$ cat src/rtl/mem_arb_pkg.sv
// rtl/mem_arb_pkg.sv - shared types and grant encodings for mem_port_arbiter
package mem_arb_pkg;

  typedef enum logic [1:0] {
    IDLE  = 2'd0,
    ISSUE = 2'd1,
    WAIT  = 2'd2
  } state_t;

  localparam logic GNT_IF = 1'b0;
  localparam logic GNT_LS = 1'b1;

  // Counter width for a latency of lat cycles; never narrower than one bit.
  function automatic int cnt_width(input int lat);
    return (lat < 1) ? 1 : $clog2(lat + 1);
  endfunction

endpackage

$ cat src/rtl/mem_arb_pick.sv
// rtl/mem_arb_pick.sv - combinational IF/LS grant select
// Optional feature macro: MEM_ARB_ROUND_ROBIN_EN (fair alternation on conflict).
module mem_arb_pick
  import mem_arb_pkg::*;
(
  input  logic if_req,
  input  logic ls_req,
  input  logic last_gnt,
  output logic gnt
);

`ifdef MEM_ARB_ROUND_ROBIN_EN
  always_comb begin
    gnt = GNT_IF;
    if (if_req && ls_req) begin
      gnt = ~last_gnt;
    end else if (ls_req) begin
      gnt = GNT_LS;
    end
  end
`else
  logic w_unused_last_gnt;
  assign w_unused_last_gnt = last_gnt;

  always_comb begin
    gnt = GNT_IF;
    if (ls_req) begin
      gnt = GNT_LS;
    end
  end
`endif

endmodule

$ cat src/rtl/mem_port_arbiter.sv
// rtl/mem_port_arbiter.sv - shares one single-port memory between IF and LS
// Optional feature macro: MEM_ARB_ROUND_ROBIN_EN (round-robin instead of LS priority).
module mem_port_arbiter
  import mem_arb_pkg::*;
#(
  parameter int ADDR_W  = 32,
  parameter int DATA_W  = 32,
  parameter int MEM_LAT = 1
) (
  input  logic                  clk,
  input  logic                  rstn,
  input  logic                  if_req,
  input  logic [ADDR_W-1:0]     if_addr,
  output logic                  if_ready,
  output logic                  if_rvalid,
  output logic [DATA_W-1:0]     if_rdata,
  input  logic                  ls_req,
  input  logic                  ls_we,
  input  logic [ADDR_W-1:0]     ls_addr,
  input  logic [DATA_W-1:0]     ls_wdata,
  input  logic [DATA_W/8-1:0]   ls_wstrb,
  output logic                  ls_ready,
  output logic                  ls_rvalid,
  output logic [DATA_W-1:0]     ls_rdata,
  output logic                  mem_en,
  output logic [DATA_W/8-1:0]   mem_we,
  output logic [ADDR_W-1:0]     mem_addr,
  output logic [DATA_W-1:0]     mem_wdata,
  input  logic [DATA_W-1:0]     mem_rdata,
  output logic                  busy
);

  localparam int STRB_W = DATA_W / 8;
  localparam int CNT_W  = cnt_width(MEM_LAT);
  localparam logic [CNT_W-1:0] CNT_INIT = CNT_W'(MEM_LAT - 1);

  state_t              r_state;
  logic [CNT_W-1:0]    r_cnt;
  logic                r_gnt;
  logic                r_mem_en;
  logic [STRB_W-1:0]   r_mem_we;
  logic [ADDR_W-1:0]   r_mem_addr;
  logic [DATA_W-1:0]   r_mem_wdata;
  logic                r_if_ready;
  logic                r_ls_ready;
  logic                r_if_rvalid;
  logic                r_ls_rvalid;
  logic                w_last_gnt;
  logic                w_pick;
  logic                w_any_req;
  logic                w_decide;
  logic                w_rvalid_next;

`ifdef MEM_ARB_ROUND_ROBIN_EN
  logic r_last_gnt;
  assign w_last_gnt = r_last_gnt;
`else
  assign w_last_gnt = GNT_IF;
`endif

  mem_arb_pick u_pick (
    .if_req   (if_req),
    .ls_req   (ls_req),
    .last_gnt (w_last_gnt),
    .gnt      (w_pick)
  );

  assign w_any_req = if_req | ls_req;
  // Arbitration happens from IDLE and on the data-return cycle, so back-to-back accesses need no idle gap.
  assign w_decide  = (r_state == IDLE) || ((r_state == WAIT) && (r_cnt == '0));
  assign w_rvalid_next = ((r_state == ISSUE) && (CNT_INIT == '0)) ||
                         ((r_state == WAIT) && (r_cnt == CNT_W'(1)));

  always_ff @(posedge clk or negedge rstn) begin
    if (!rstn) begin
      r_state     <= IDLE;
      r_cnt       <= '0;
      r_gnt       <= GNT_IF;
      r_mem_en    <= 1'b0;
      r_mem_we    <= '0;
      r_mem_addr  <= '0;
      r_mem_wdata <= '0;
      r_if_ready  <= 1'b0;
      r_ls_ready  <= 1'b0;
      r_if_rvalid <= 1'b0;
      r_ls_rvalid <= 1'b0;
`ifdef MEM_ARB_ROUND_ROBIN_EN
      r_last_gnt  <= GNT_IF;
`endif
    end else begin
      r_mem_en    <= 1'b0;
      r_if_ready  <= 1'b0;
      r_ls_ready  <= 1'b0;
      r_if_rvalid <= w_rvalid_next && (r_gnt == GNT_IF);
      r_ls_rvalid <= w_rvalid_next && (r_gnt == GNT_LS);
      if (w_decide && w_any_req) begin
        r_state     <= ISSUE;
        r_gnt       <= w_pick;
        r_mem_en    <= 1'b1;
        r_if_ready  <= (w_pick == GNT_IF);
        r_ls_ready  <= (w_pick == GNT_LS);
        r_mem_addr  <= (w_pick == GNT_LS) ? ls_addr : if_addr;
        r_mem_wdata <= (w_pick == GNT_LS) ? ls_wdata : '0;
        r_mem_we    <= ((w_pick == GNT_LS) && ls_we) ? ls_wstrb : '0;
`ifdef MEM_ARB_ROUND_ROBIN_EN
        r_last_gnt  <= w_pick;
`endif
      end else if (w_decide) begin
        r_state <= IDLE;
      end else if (r_state == ISSUE) begin
        r_state <= WAIT;
        r_cnt   <= CNT_INIT;
      end else if (r_state == WAIT) begin
        r_cnt <= r_cnt - CNT_W'(1);
      end else begin
        r_state <= IDLE;
      end
    end
  end

  assign if_ready  = r_if_ready;
  assign ls_ready  = r_ls_ready;
  assign if_rvalid = r_if_rvalid;
  assign ls_rvalid = r_ls_rvalid;
  assign if_rdata  = mem_rdata;
  assign ls_rdata  = mem_rdata;
  assign mem_en    = r_mem_en;
  assign mem_we    = r_mem_we;
  assign mem_addr  = r_mem_addr;
  assign mem_wdata = r_mem_wdata;
  assign busy      = (r_state != IDLE);

endmodule

$ cat config.mk
export PLATFORM = sky130hd
export DESIGN_NAME = mem_port_arbiter
export DESIGN_NICKNAME = d
export VERILOG_FILES = /design/src/rtl/mem_arb_pkg.sv /design/src/rtl/mem_arb_pick.sv /design/src/rtl/mem_port_arbiter.sv
export SDC_FILE = /design/constraint.sdc
export NUM_CORES = 1
export LEC_CHECK = 0
export CELL_PAD_IN_SITES_DETAIL_PLACEMENT = 1
export CELL_PAD_IN_SITES_GLOBAL_PLACEMENT = 1
export CORE_MARGIN = 1
export CORE_UTILIZATION = 26
export CTS_CLUSTER_DIAMETER = 80
export DETAILED_ROUTE_END_ITERATION = 16
export GPL_TIMING_DRIVEN = 0
export PLACE_DENSITY_LB_ADDON = 0.3
export REMOVE_ABC_BUFFERS = 1
export SLEW_MARGIN = 20
export SYNTH_ARGS = -nofsm -noshare
export SYNTH_HDL_FRONTEND = slang
export SYNTH_SLANG_ARGS = --single-unit
export TNS_END_PERCENT = 5
$ cat constraint.sdc
create_clock -name clk -period 2.4 [get_ports clk]
set_clock_uncertainty 0.1 [all_clocks]
set_input_delay 0.48 -clock clk [delete_from_list [all_inputs] [get_ports clk]]
set_output_delay 0.48 -clock clk [all_outputs]
set_load 0.02 [all_outputs]
# == Yosys cells after proc, flatten, opt, wreduce, memory -nomap -nowiden ==
# Index checks and enable logic that the tools add are counted.
# Widths: inputs -> output; s select.
# totals
mem_bits_ro,0
latch_bits,0
mem_count,0
ramBits,0
register_bits,77
out_inout_bits,138
# classes
n_eq_ne,3
n_lt_le_gt_ge,0
add_sub_neg,1
n_mux,13
shift,0
div,0
n_mul,0
bitwise_logic,6
n_reduce_logical,12
# ops
operator,n
$mux 32,2
$mux 2,4
$logic_and 1x1->1,6
$mux 1,6
$not 1->1,5
$mux 4,1
$ne 4x2->1 const B,1
$reduce_bool 2->1,2
$reduce_and 3->1,1
$eq 2x1->1 const B,1
$eq 2x2->1 const B,1
$logic_not 2->1,1
$logic_or 1x1->1,2
$or 1x1->1,1
$sub 1x1->1 const B,1

# == Longest topological paths before layout ==
# Gate-level depths: netlist of run 1.
# depth
depth_word,6
ltp_mapped,7
depth_no_buf,5

# == Cells and area by module ==
# Synthesis of run 1 repeated with hierarchy kept, for this count alone.
# unflattened
cells_unflattened,348
area_unflattened_um2,4215.3
# modules_own_cells
mod,cells_per_inst,area_per_inst_um2,n_inst
mem_port_arbiter,347,4207.8,1
mem_arb_pick,1,7.5,1

# == Worst setup path after synthesis of run 1 ==
# Ideal clock, no wire load.
# synth_path
path_type,flip-flop to output port
startpoint,register r_state[0]
endpoint,output port busy
n_path_buf,1
path_stages_with_launch,5
setup_slack_ns,0.677
arrival_ns,1.143
path_cell_list,dfrtp_1 inv_1 ha_1 inv_2 clkbuf_1
# synth_between
elab_chain_cells,1
# synth_rtl
item,line,rtl
start: declaration,mem_port_arbiter.sv:37,state_t r_state;
start signal: assignment,mem_port_arbiter.sv:76,r_state <= IDLE;
start signal: assignment,mem_port_arbiter.sv:97,r_state <= ISSUE;
start signal: assignment,mem_port_arbiter.sv:109,r_state <= IDLE;
$reduce_bool 2->1,mem_port_arbiter.sv:131,assign busy = (r_state != IDLE);
end: declaration,mem_port_arbiter.sv:30,output logic busy
# No other way between the ends.

# == Worst setup path after layout of run 1 ==
# layout_path
startpoint,register r_state[1]
endpoint,output port busy
# Same word-level chain as after synthesis.

==> impl_metrics.toml, run 1 <==
[power]
peakVddDrop_mv = 0.511
pwr-share-clk_pct = 16.1
leakagePower_nw = 2.40
p_sw_share_pct = 43.2
power_switching_mw = 3.52
pwr-share-comb_pct = 54.2
p_int_mw = 4.63
cellPowerDensity_mw_per_mm2 = 1330
power_frac_seq_pct = 29.7

[floorplanning]
start_util_pct = 26.6
fp.dieW_um = 129
coreArea_mm2 = 0.0158
die_y_um = 129
die_area_mm2 = 0.0167
num_io_pins = 275
fp-row-count = 46

[final_layout]
nets = 644
fillers = 1734
syn_to_final_growth_pct = 45.5
n_antenna_cell = 0
final_layout_size_suffix_gt1_share_pct = 8.45
stdcell_area_mm2 = 0.00612

[synthesis]
ys_warn_count = 0
synth_cell_types = 26
syn_avg_cell_area_um2 = 10.3
synthTopCellsByCount = "o211ai_1 (96), dfrtp_1 (77), buf_4 (66)"
syn_area_mm2 = 0.00421
syn_inst = 408
synth_top_area_share_pct = 45.8
synth_top_area_cell = "dfrtp_1"
yosys_most_used_dff = "dfrtp_1"
synthTopCellsByArea = "dfrtp_1 (46%), o211ai_1 (17%), buf_4 (12%), a22o_1 (6.7%), nand4_1 (4.8%)"
ys_seq_area_share_pct = 45.8
synth_edf_count = 0
ys_async_sr_fraction_pct = 100
synth_most_common_cell = "o211ai_1"
synth-seq-cells = 77

[worst_setup_path]
crit_family = "buffers and inverters"
cp_cell_sequence = "inv_1, ha_4, inv_6, dlygate4sd2_1"
critPathRequiredTime_ps = 1820
crit_fanout = 34
cpMaxStageDelayCell = "dfrtp_1"
cp-end-kind = "primary output"
crit_buf_inv = 3
arrival_ps = 1640
cp_slowest_stage_delay_ps = 380
worstSetupStartpointType = "flop"
worstSetupPathType = "reg -> out"

[clocking]
cts_root_buffer = "clkbuf_16"
tritoncts = "built"
cts_inserted_buffers = 9
clk_latency_ps = 340
clk_pin_slew_worst_paths_ps = 60
cts.sinks = 77
cts.htree.levels = 3
cts_buffer_depth = 2

[timing]
period_needed_ps = 2220
relSlewSlack_pct = 41.2
grt_setup_unrepaired = "false"
tns_ps = 0
post-route-period-util_pct = 92.7
clock.fmax_mhz = 450
setup_viol = 0
worst_pin_slew_ps = 882
hold_viol_final = 0
drv_slew = 0

[global_route]
grt_overflow = 0
grt_antenna_before_repair = 0
grt_pass1_wl_um = 25800
grt_max_degree = 48
grt_pass1_vias = 4082
grt_use_total_pct = 21.2

[placement]
place_congestion = 0.691
dpl.hpwl_um = 11400
port_buffers = 178
dpl_cell_area_mm2 = 0.00572

[route]
drc = 0
vias_per_cell = 5.34
wire_per_inst_um = 24.3
drt_iter0_markers = 140
dr.pass1.iters = 6
postRouteWirelength_um = 17600
num_vias = 3873
antenna_left = 0

[outcome]
status = "finished clean"

[worst_hold_path]
hold_class = "reg -> reg"

[flow_run]
cap_violations = 0
-- layout by cell type, fill, tap and decap left out, drive strengths merged, types with 3 or more instances in the layout --
master / count
dfrtp: 77
a22o: 32
nand2: 33
clkbuf: 9
mux2: 4
and3: 4
buf: 13
nand4: 32
o211ai: 96
inv: 8
nor2: 3
ha: 3
clkdlybuf4s50: 175
and2b: 3
-- final timing paths --
check                                  startpoint                  endpoint  slack [ps]  cells after the start
hold reg to reg                 r_gnt$_DFFE_PN0P_       if_rvalid$_DFF_PN0_         360                      1
setup / recovery           r_state[1]$_DFFE_PN0P_                      busy         180                      4
hold / removal                  r_gnt$_DFFE_PN0P_       if_rvalid$_DFF_PN0_         360                      1
max in group asynchronous                    rstn         r_cnt$_DFFE_PN0P_        1030                      3
min in group asynchronous                    rstn  mem_wdata[9]$_DFFE_PN0P_         540                      2
setup reg to reg                r_cnt$_DFFE_PN0P_     mem_we[1]$_DFFE_PN0P_         230                      3
-- state kept, by name, summed over array words and instances, names as in the netlist --
register	flops
ls_ready	1
mem_addr	32
mem_en	1
r_cnt	1
mem_wdata	32
if_ready	1
r_state	2
if_rvalid	1
mem_we	4
r_gnt	1
ls_rvalid	1
-- final cells by class --
class,count,area (µm²),share of cell area [%]
Clock buffer,9,225,3.68
Tap cell,216,270,4.42
Clock inverter,7,57.6,0.941
Timing Repair Buffer,190,2000,32.7
Inverter,5,23.8,0.389
Multi-Input combinational cell,221,1610,26.3
Sequential cell,77,1930,31.6
-- metal layers --
metal	track usage [%]	part of all wire [%]	vias to the layer above
li1	-	-	1671
met1	27.5	44	1985
met2	30.2	44	193
met3	10.1	9.8	21
met4	7.27	1.5	3
met5	4.71	0.41	-
-- kinds of logic after synthesis --
| family | after synthesis | synth area share (%) |
|---|---|---|
| adders and majority gates | 3 | 0.893 |
| and+or+nand+nor | 77 | 9.40 |
| buffers and inverters | 112 | 17.3 |
| muxes | 4 | 1.43 |
| DFF | 77 | 45.8 |
| AOI/OAI and AO/OA | 135 | 25.2 |
-- power groups by stage --
stage | Clock (mW) | Combinational, mW | Sequential (mW)
4_1_cts | 1.36 | 4.44 | 2.41
6_report | 1.31 | 4.41 | 2.42
2_1_floorplan | 0 | 1.43 | 3.00
5_1_grt | 1.41 | 4.71 | 2.50
3_5_place_dp | 0 | 4.14 | 2.42
3_3_place_gp | 0 | 3.94 | 2.38
-- through the flow --
step / hold WS, ps / cells / setup slack, ps / total power [mW] / utilization (%)
detailed placement: 358 / 700 / -601 / 6.56 / 36.1
CTS: 360 / 722 / 23.0 / 8.21 / 38.5
finish: 358 / 725 / 176 / 8.14 / 38.6
floorplan: 84.4 / 301 / -796 / 4.43 / -
global route: 389 / 725 / 105 / 8.61 / 38.6
global placement: 332 / 695 / -2610 / 6.32 / 35.1
-- timing repair --
action	4_1_cts	5_1_grt
setup endpoints to repair	41	22
gates cloned	2	0
endpoints found under the hold margin	30	0
buffers inserted	3	3
gates resized for setup	6	0
pin swaps	1	0
hold buffers	1	0
(Power assumes the default switching activity.)
==> inputs of run 2 (changes only) <==
--- a/config.mk
+++ b/config.mk
@@ -8,7 +8,7 @@
 export CELL_PAD_IN_SITES_DETAIL_PLACEMENT = 1
 export CELL_PAD_IN_SITES_GLOBAL_PLACEMENT = 1
 export CORE_MARGIN = 1
-export CORE_UTILIZATION = 26
+export CORE_UTILIZATION = 27
 export CTS_CLUSTER_DIAMETER = 80
 export DETAILED_ROUTE_END_ITERATION = 16
 export GPL_TIMING_DRIVEN = 0
@@ -17,5 +17,6 @@
 export SLEW_MARGIN = 20
 export SYNTH_ARGS = -nofsm -noshare
 export SYNTH_HDL_FRONTEND = slang
+export SYNTH_HIERARCHICAL = 1
 export SYNTH_SLANG_ARGS = --single-unit
 export TNS_END_PERCENT = 5
==> run 2 against run 1 <==
Net effect: clock-buffer cell count up 3; sequential power down 8.7%; highest routed layer unchanged; synthesized area increased by 0.15%; via count fell by 24%; critical path type is now reg -> reg.
==> impl_metrics.toml, run 2 <==
[outcome]
status = "finished clean"

[worst_setup_path]
cpMaxStageDelayCell = "dfrtp_1"
cp_slowest_stage_delay_ps = 390
timing.rr.end = "mem_addr[2]$_DFFE_PN0P_"
cp.depth = 8
crit_fanout = 17
r2r_cells = 8
critPathMostFrequentCell = "buf_16"
cp_cell_sequence = "inv_1, ha_1, nand2b_1, a21oi_4, buf_16, buf_16, buf_16, mux2_2"
arrival_ps = 2320
worstSetupPathType = "reg -> reg"
crit_buf_inv = 4
startpoint = "r_state[0]$_DFFE_PN0P_"
reg2reg_setup_slack_ps = 210
r2r_start = "r_state[0]$_DFFE_PN0P_"
crit_family = "buffers and inverters"
worstSetupStartpointType = "flop"
critPathRequiredTime_ps = 2530
cp-end-kind = "flop"
cp-endpoint = "mem_addr[2]$_DFFE_PN0P_"

[global_route]
gr-usage-met1_pct = 19.3
grt_overflow = 0
grt_antenna_before_repair = 0
gr-usage-met3_pct = 14.0
grt_max_degree = 43
grt_use_total_pct = 16.4
grt_pass1_vias = 3177
grt_pass1_wl_um = 19400
use_met2_pct = 21.5
grt_busiest_layer = "met2"

[floorplanning]
coreArea_mm2 = 0.0152
die_area_mm2 = 0.0161
start_util_pct = 27.7
die_y_um = 127
num_io_pins = 275
fp-row-count = 45
fp.dieW_um = 127

[final_layout]
syn_to_final_growth_pct = 44.3
n_antenna_cell = 0
final_layout_size_suffix_gt1_share_pct = 20.5
layout_common_cells = "clkdlybuf4s50_1 (175), dfrtp_1 (77), inv_1 (35), mux2_2 (35), mux2_4 (34)"
stdcell_area_mm2 = 0.00608
nets = 603
final_common_cell = "clkdlybuf4s50_1"
fillers = 1631

[clocking]
clk_pin_slew_worst_paths_ps = 60
tritoncts = "built"
clk_latency_ps = 330
cts_root_buffer = "clkbuf_16"
cts_buffer_depth = 2
cts.htree.levels = 3
cts.sinks = 77
cts_inserted_buffers = 9

[route]
postRouteWirelength_um = 12700
num_vias = 2926
antenna_left = 0
drt_iter0_markers = 89
vias_per_cell = 4.46
wire_per_inst_um = 19.4
drc = 0
dr.pass1.iters = 4

[timing]
post-route-period-util_pct = 91.3
grt_setup_unrepaired = "false"
relSlewSlack_pct = 65.2
drv_slew = 0
timing.hold.ws_ps = 10.9
worst_pin_slew_ps = 522
hold_viol_final = 0
period_needed_ps = 2190
setup_viol = 0
clock.fmax_mhz = 456

[placement]
place_congestion = 0.643
dpl_cell_area_mm2 = 0.00576
dpl.hpwl_um = 9650
port_buffers = 178

[power]
power_mw = 7.70
peakVddDrop_mv = 0.436
cellPowerDensity_mw_per_mm2 = 1270
leakagePower_nw = 2.72

[flow_run]
cap_violations = 0

[synthesis]
ys_warn_count = 6
syn_area_mm2 = 0.00421
syn_inst = 347
syn_avg_cell_area_um2 = 12.1

[worst_hold_path]
hold_class = "in -> async"
## run 2: how the worst min path moves through the flow
stage | startpoint | endpoint | cells past startpoint
finish | rstn | mem_wdata[19]$_DFFE_PN0P_ | 1
global route | rstn | if_ready$_DFF_PN0_ | 1
CTS | rstn | mem_wdata[19]$_DFFE_PN0P_ | 1
detailed placement | r_gnt$_DFFE_PN0P_ | if_rvalid$_DFF_PN0_ | 1
global placement | r_gnt$_DFFE_PN0P_ | if_rvalid$_DFF_PN0_ | 1
floorplan | rstn | if_ready$_DFF_PN0_ | 0
## run 2: per-layer routing
metal  vias to the layer above  wire [µm]
met5                         -        154
met4                         4        108
met3                         9       2200
met2                       213       5190
met1                      1407       5060
li1                       1293          -
## run 2: where the power goes
group / leakage (nW) / total, mW / internal (mW) / switching [mW]
combinational: 1.61 / 4.06 / 2.25 / 1.81
clock: 0.158 / 1.42 / 0.885 / 0.538
sequential: 0.954 / 2.21 / 1.89 / 0.325
## run 2: worst register-to-register path: stages (launching register included)
cell      delay, ps
dfrtp_1         390
inv_1           100
ha_1            250
nand2b_1        120
a21oi_4         200
buf_16          190
buf_16          190
buf_16          190
mux2_2          350
## run 2: stage by stage
step           instances  TNS (ps)  worst slack (ps)  utilization (%)
5_1_grt              656         0              96.9             40.0
3_3_place_gp         632   -581910             -5720             36.7
6_report             656         0               208             40.0
2_1_floorplan        266   -145780             -2090                -
3_5_place_dp         639      -690             -98.1             37.9
4_1_cts              655         0              35.7             39.9
## run 2: timing repair
action / CTS / global route
buffers inserted: 0 / 1
resized for setup: 1 / 0
endpoints found under the setup margin: 1 / 13
pin swaps: 0 / 1
hold buffers: 0 / 0
## run 2: area by class of cell
| class | instances | area [µm²] | area share, % |
|---|---|---|---|
| inverters | 35 | 131 | 2.16 |
| clock buffers | 12 | 267 | 4.38 |
| well taps | 188 | 235 | 3.87 |
| clock inverters | 4 | 45.0 | 0.741 |
| repair buffers | 186 | 1970 | 32.4 |
| multi-input cells | 154 | 1510 | 24.8 |
| flip-flops and latches | 77 | 1930 | 31.7 |
